===== src/rtl/flag_cond_unit.sv =====
// Branch resolver: NZCV flag register plus B.cond/CBZ/CBNZ/B evaluation; FLAG_FWD_EN forwards same-cycle ALU flags.
// Latency: result valid one cycle after accept, two when a B.cond must wait for an in-flight flag write.
// Backpressure: result held stable until res_ready; br_ready only in IDLE without flush, so one branch per two cycles.
module flag_cond_unit #(
    parameter int DATA_W = 64
) (
    input  logic              clk,
    input  logic              reset,
    input  logic              flag_wr,
    input  logic              alu_negative,
    input  logic              alu_zero,
    input  logic              alu_overflow,
    input  logic              alu_carry_out,
    input  logic              br_valid,
    output logic              br_ready,
    input  logic [1:0]        br_type,
    input  logic [3:0]        br_cond,
    input  logic [DATA_W-1:0] br_reg,
    input  logic [DATA_W-1:0] br_target,
    output logic              res_valid,
    input  logic              res_ready,
    output logic              res_taken,
    output logic [DATA_W-1:0] res_target,
    input  logic              flush,
    output logic [3:0]        flags_q
);

`ifdef FLAG_FWD_EN
    localparam bit FWD_EN = 1'b1;
`else
    localparam bit FWD_EN = 1'b0;
`endif

    typedef enum logic [1:0] {IDLE, WAIT, HOLD} state_t;

    state_t      state_q, state_d;
    logic [1:0]  type_q;
    logic [3:0]  cond_q;
    logic        reg_zero_q;
    logic [3:0]  alu_flags;
    logic [3:0]  eff_flags;
    logic        accept;
    logic        bcond_flag_wr;
    logic        in_taken;
    logic        wait_taken;
    logic        load_taken;
    logic        taken_d;

    // Flags are {N,Z,C,V}.
    function automatic logic cond_pass(input logic [3:0] cond, input logic [3:0] f);
        logic n, z, c, v;
        n = f[3];
        z = f[2];
        c = f[1];
        v = f[0];
        case (cond)
            4'b0000: cond_pass = z;
            4'b0001: cond_pass = !z;
            4'b0010: cond_pass = c;
            4'b0011: cond_pass = !c;
            4'b0100: cond_pass = n;
            4'b0101: cond_pass = !n;
            4'b0110: cond_pass = v;
            4'b0111: cond_pass = !v;
            4'b1000: cond_pass = c && !z;
            4'b1001: cond_pass = !(c && !z);
            4'b1010: cond_pass = (n == v);
            4'b1011: cond_pass = (n != v);
            4'b1100: cond_pass = !z && (n == v);
            4'b1101: cond_pass = !(!z && (n == v));
            default: cond_pass = 1'b1;
        endcase
    endfunction

    function automatic logic branch_taken(input logic [1:0] typ, input logic [3:0] cond,
                                          input logic zero, input logic [3:0] f);
        case (typ)
            2'b00:   branch_taken = cond_pass(cond, f);
            2'b01:   branch_taken = zero;
            2'b10:   branch_taken = !zero;
            default: branch_taken = 1'b1;
        endcase
    endfunction

    assign alu_flags     = {alu_negative, alu_zero, alu_carry_out, alu_overflow};
    assign br_ready      = (state_q == IDLE) && !flush;
    assign res_valid     = (state_q == HOLD);
    assign accept        = br_valid && br_ready;
    assign bcond_flag_wr = flag_wr && (br_type == 2'b00);
    assign eff_flags     = (FWD_EN && bcond_flag_wr) ? alu_flags : flags_q;
    assign in_taken      = branch_taken(br_type, br_cond, br_reg == '0, eff_flags);
    // In WAIT, flags_q already holds the write that was in flight at accept.
    assign wait_taken    = branch_taken(type_q, cond_q, reg_zero_q, flags_q);

    always_comb begin
        state_d    = state_q;
        load_taken = 1'b0;
        taken_d    = in_taken;
        case (state_q)
            IDLE: begin
                if (accept) begin
                    if (!FWD_EN && bcond_flag_wr) begin
                        state_d = WAIT;
                    end else begin
                        state_d    = HOLD;
                        load_taken = 1'b1;
                    end
                end
            end
            WAIT: begin
                state_d    = HOLD;
                load_taken = 1'b1;
                taken_d    = wait_taken;
            end
            HOLD: begin
                if (res_ready) begin
                    state_d = IDLE;
                end
            end
            default: state_d = IDLE;
        endcase
        if (flush) begin
            state_d    = IDLE;
            load_taken = 1'b0;
        end
    end

    always_ff @(posedge clk) begin
        if (reset) begin
            state_q    <= IDLE;
            flags_q    <= 4'b0000;
            type_q     <= 2'b00;
            cond_q     <= 4'b0000;
            reg_zero_q <= 1'b0;
            res_taken  <= 1'b0;
            res_target <= '0;
        end else begin
            state_q <= state_d;
            if (flag_wr) begin
                flags_q <= alu_flags;
            end
            if (accept) begin
                type_q     <= br_type;
                cond_q     <= br_cond;
                reg_zero_q <= (br_reg == '0);
                res_target <= br_target;
            end
            if (load_taken) begin
                res_taken <= taken_d;
            end
        end
    end

endmodule


===== config.mk =====
export PLATFORM = sky130hd
export DESIGN_NAME = flag_cond_unit
export DESIGN_NICKNAME = d
export VERILOG_FILES = /design/src/rtl/flag_cond_unit.sv
export SDC_FILE = /design/constraint.sdc
export NUM_CORES = 1
export LEC_CHECK = 0
export CAP_MARGIN = 20
export CORE_ASPECT_RATIO = 1.5
export CORE_MARGIN = 5
export CORE_UTILIZATION = 35
export CTS_BUF_LIST = sky130_fd_sc_hd__clkbuf_16
export DETAILED_ROUTE_END_ITERATION = 6
export GPL_ROUTABILITY_DRIVEN = 0
export GPL_TIMING_DRIVEN = 0
export PLACE_DENSITY = 0.8
export SLEW_MARGIN = 5
export SYNTH_ARGS = -nofsm -noshare
export SYNTH_HDL_FRONTEND = slang
export SYNTH_SLANG_ARGS = --single-unit

===== constraint.sdc =====
create_clock -name clk -period 2.2 [get_ports clk]
set_input_delay 0.44 -clock clk [delete_from_list [all_inputs] [get_ports clk]]
set_output_delay 0.44 -clock clk [all_outputs]
set_load 0.05 [all_outputs]

# Yosys cells after proc, flatten, opt, wreduce, memory -nomap -nowiden
# Cells that the tools add are included.
dict set report classes {
  n_eq_ne 36
  n_mux 13
  n_reduce_logical 22
}
# operator n
set op_table {}
lappend op_table {{zero test 64 bit} 1}
lappend op_table {{== test 4 bit (second input constant)} 12}
lappend op_table {{== test 4 x 3 -> 1 bit (second input constant)} 8}
lappend op_table {{one-hot mux 1 bit (14 select lines)} 2}
lappend op_table {{== test 4 x 2 -> 1 bit (second input constant)} 4}
lappend op_table {{zero test 1 bit} 9}
lappend op_table {{== test 4 x 1 -> 1 bit (second input constant)} 2}
lappend op_table {{zero test 4 bit} 2}
lappend op_table {{== test 2 x 1 -> 1 bit (second input constant)} 3}
lappend op_table {{== test 2 bit (second input constant)} 3}
lappend op_table {{zero test 2 bit} 3}
lappend op_table {{two-way mux 2 bit} 3}
lappend op_table {{one-hot mux 1 bit (3 select lines)} 2}
lappend op_table {{one-hot mux 2 bit (3 select lines)} 1}
lappend op_table {{logical AND 1 bit} 5}
lappend op_table {{two-way mux 1 bit} 4}
lappend op_table {{inequality test 2 x 1 -> 1 bit (second input constant)} 1}
lappend op_table {{inequality test 2 bit (second input constant)} 1}
lappend op_table {{one-hot mux 1 bit (2 select lines)} 1}
lappend op_table {{AND reduction 2 bit} 1}
lappend op_table {{OR reduction 2 bit} 1}
lappend op_table {{== test 1 bit} 1}
lappend op_table {{inequality test 1 bit} 1}
dict set report totals {
  ff_bits 78
  in_bits 144
  output_inout_bits 71
}

# Longest topological paths before layout
dict set report depth {
  depth_word 6
  mapped_depth 6
  mapped_depth_nobuf 5
}

# Least setup slack after synthesis
# No wires, ideal clock.
dict set report synth_timing {
  kind {input port to flip-flop}
  from {input port flush}
  to {register res_target[55]}
  setup_time_ps 132
  arrival_time_ps 2366
  required_ps 2068
  path_slack_ps -298
  cell_stages 5
  n_path_buf 1
  cell_sequence {nor3_1 > nand2_1 > clkbuf_1 > nand2_1 > a21oi_1}
}
dict set report synth_via {
  elab_chain_len 3
}
# item line_no
set synth_lines {}
lappend synth_lines {{start, declared} 24} ;# input logic flush,
lappend synth_lines {{zero test 1 bit} 86} ;# assign br_ready = (state_q == IDLE) && !flush;
lappend synth_lines {{logical AND 1 bit} 86}
lappend synth_lines {{logical AND 1 bit} 88} ;# assign accept = br_valid && br_ready;
lappend synth_lines {{end signal, assigned} 146} ;# res_target <= br_target;
lappend synth_lines {{end, declared} 23} ;# output logic [DATA_W-1:0] res_target,
# Every way passes these cells.
# A chain may end at the register's enable or synchronous reset.

# Final worst setup path
dict set report layout_timing {
  from {input port flush}
  to {output port br_ready}
}
dict set report layout_via {
  elab_chain_len 2
}
# item line_no
set layout_lines {}
lappend layout_lines {{zero test 1 bit} 86}
lappend layout_lines {{logical AND 1 bit} 86}
lappend layout_lines {{end, declared} 15} ;# output logic br_ready,
# Every way passes these cells.

==> metrics <==
Worst path top cell family by delay=buffers and inverters; vias=3600; Core ar.=8830 sq um; Tcrit/Tclk final=97.4%; Final Non-Filler Cells=737; vias in the first global route=3667; slowest stage delay, CP=0.58 ns; Synth Warn #=0; cell count along the critical path=3; routed vias/inst=4.88; Cell Pwr Density=661 nW/um^2; # DRC=0; worst slew pin tran=0.574 ns; CP Capture Point=br_ready; slowest CP cell=dlygate4sd2_1; CP arrival=1.70 ns; DIE HEIGHT=126 microns; ANT nets after route=0; clock skew=0.00444 ns; CTS tree=done; R2R cell count=4; WL/cell=15.7 microns; Inserted Clock Buffers=9; area of the die=11000 sq um; Hold Crit Class=reg2reg; R2R Path Start=cond_q[2]; Clock Path Buffers=2; Initial Util=35.6%; Routed WL=11.6 mm; Max-slew headroom=61.6%; dpl ws=-0.357 ns; critical path class=in2out; Final #Nets=766; worst reg2reg endpoint=res_taken; setup ws final=0.0578 ns; Seq/Total Area, Yosys=49.7%; RSZ-0062 raised after global routing=no; post-CTS setup buffers=0; setup TNS=0 ns; CP Cell Sequence=clkdlybuf4s50_1 -> nor3_2 -> dlygate4sd2_1; clock sink count=78; H-tree Lvls=3; max_cap viols=0; final max-slew violation count=0; Row Count=42; count of different cell masters after synthesis=36; Antenna Cells=0; Peak VDD IR=0.000406 V; synthesized area=3140 sq um; synthesized net count=544; placed cell count=721; hold depth=2; 1st-iter DRT viols=89; outcome=complete, no violations; f_max=467 MHz; clock root buffer=clkbuf_16; Post-synth EDFFs=0; share of cells above drive strength 1=4.15%; I/O Buffers=211; Total GRT Usage=20.3%; first-pass detailed-route iteration total=4; WP buf/inv=2; clk slew on worst S/H paths=0.06 ns; crit-path max FO=3; largest net degree at the start of global routing=13; endpoint class of the critical path=output port; synthesis-stage register bit count=78; Syn-to-layout area delta=80.9%; required time worst endpoint=1.76 ns; Syn Area/Cell=7.85 sq um; Gate Count Post-Synth=400; final setup vio count=0; Tmin final=2.14 ns; DP HPWL=9.41 mm; commonest register cell after synthesis=dfxtp_1; leak pwr=2.07 nW; Worst Setup Start Kind=input port; Top Ports=215; Die W=87.3 microns; Synth async-reset ratio=0%; final hold vios=0; GRT overflow=0; antenna violations before repair=0; first-pass GRT wire length=17.8 mm; crit path from=flush; post-layout util=64.4%; Min Hold Slack=0.452 ns; clock latency on the worst-skew pair=0.32 ns; reg-to-reg slack, setup=0.46 ns
==> routing by layer <==
metal	up-vias	wire length, microns	global-route usage [%]	share of wire [%]
li1	1796	-	-	-
met3	19	709	4.51	6.1
met5	-	0	0	0
met2	126	6250	37.7	54
met4	0	274	7.05	2.4
met1	1659	4330	22.0	37
==> through the flow <==
stage	cell area [sq um]	total power, W
global route	5680	0.00392
finish	5680	0.00375
global placement	5400	0.00238
floorplan	3150	0.00196
detailed placement	5400	0.00240
CTS	5680	0.00380
==> where the power goes <==
group          total, W  switching, W  leakage (nW)  internal, W
Sequential      0.00152     0.0000423         0.637      0.00148
Combinational  0.000842      0.000439          1.29     0.000403
Clock           0.00139      0.000530         0.145     0.000859
Total           0.00375       0.00101          2.07      0.00274
==> cell usage in the layout, fill, tap and decap left out, types with 3 or more instances in the layout <==
cell             instances
buf_2                    9
clkbuf_16                9
clkbuf_1                16
nand4_1                  4
inv_1                    5
nor3_1                   3
nor4_1                  16
clkdlybuf4s50_1        209
mux2i_1                  5
nor3b_1                  3
xor2_1                   4
clkinv_1                 3
dfxtp_1                 78
nor2_1                   9
nand2_1                144
nor2b_1                  4
a21oi_1                 75
==> logic make-up (layout without fill, tap and decap cells) <==
logic type	after synthesis	after routing	share of synthesized area (%)
AOI/OAI and AO/OA	90	90	15.6
xor gates and xnor gates	6	6	1.67
buffers and inverters	30	257	4.50
DFF	78	78	49.7
muxes	7	7	3.03
and+or+nand+nor	189	189	25.5
==> registers in the layout, summed over array words and instances (netlist names) <==
signal / flops
type_q: 2
res_taken: 1
cond_q: 4
reg_zero_q: 1
res_target: 64
flags_q: 4
state_q: 2
==> tightest hold or removal path, cell delays in order, from the launching register on <==
cell and delay [ns]:
dfxtp_1 0.30, nand2_1 0.05, a21oi_1 0.05
==> layout make-up <==
class	instances	area (sq um)
flip-flops and latches	78	1560
repair buffers	211	2110
fillers	788	3150
plain buffers	27	130
clock inverters	7	57.6
well taps	110	138
clock buffers	9	225
multi-input cells	292	1450
inverters	3	11.3
==> cell usage after synthesis, types with 2 or more instances <==
library cell	number	area [sq um]
buf_2	9	45.0
o21ai_0	2	10.0
xor2_1	4	35.0
mux4_2	2	45.0
nand4_1	4	25.0
nor2_1	9	33.8
nor3_1	4	20.0
dfxtp_1	78	1560
inv_1	3	11.3
nor3b_1	3	22.5
clkbuf_1	16	60.1
xnor2_1	2	17.5
a21oi_1	75	375
nor2b_1	4	25.0
mux2i_1	5	50.1
nor4_1	17	106
nand2_1	144	541
==> repair_timing <==
action | 4_1_cts | 5_1_grt
setup endpoints to repair | 3 | 0
hold buffers | 0 | 0
endpoints found under the hold margin | 0 | 0
resized for setup | 3 | 0
==> worst min-delay path by stage <==
stage / startpoint / to / slack, ns
2_1_floorplan: reg_zero_q / reg_zero_q / 0.45
3_3_place_gp: res_target[37] / res_target[37] / 0.44
3_5_place_dp: res_target[10] / res_target[10] / 0.45
4_1_cts: res_target[10] / res_target[10] / 0.45
5_1_grt: res_target[0] / res_target[0] / 0.48
6_report: res_target[44] / res_target[44] / 0.45
(Power assumes the default switching activity.)
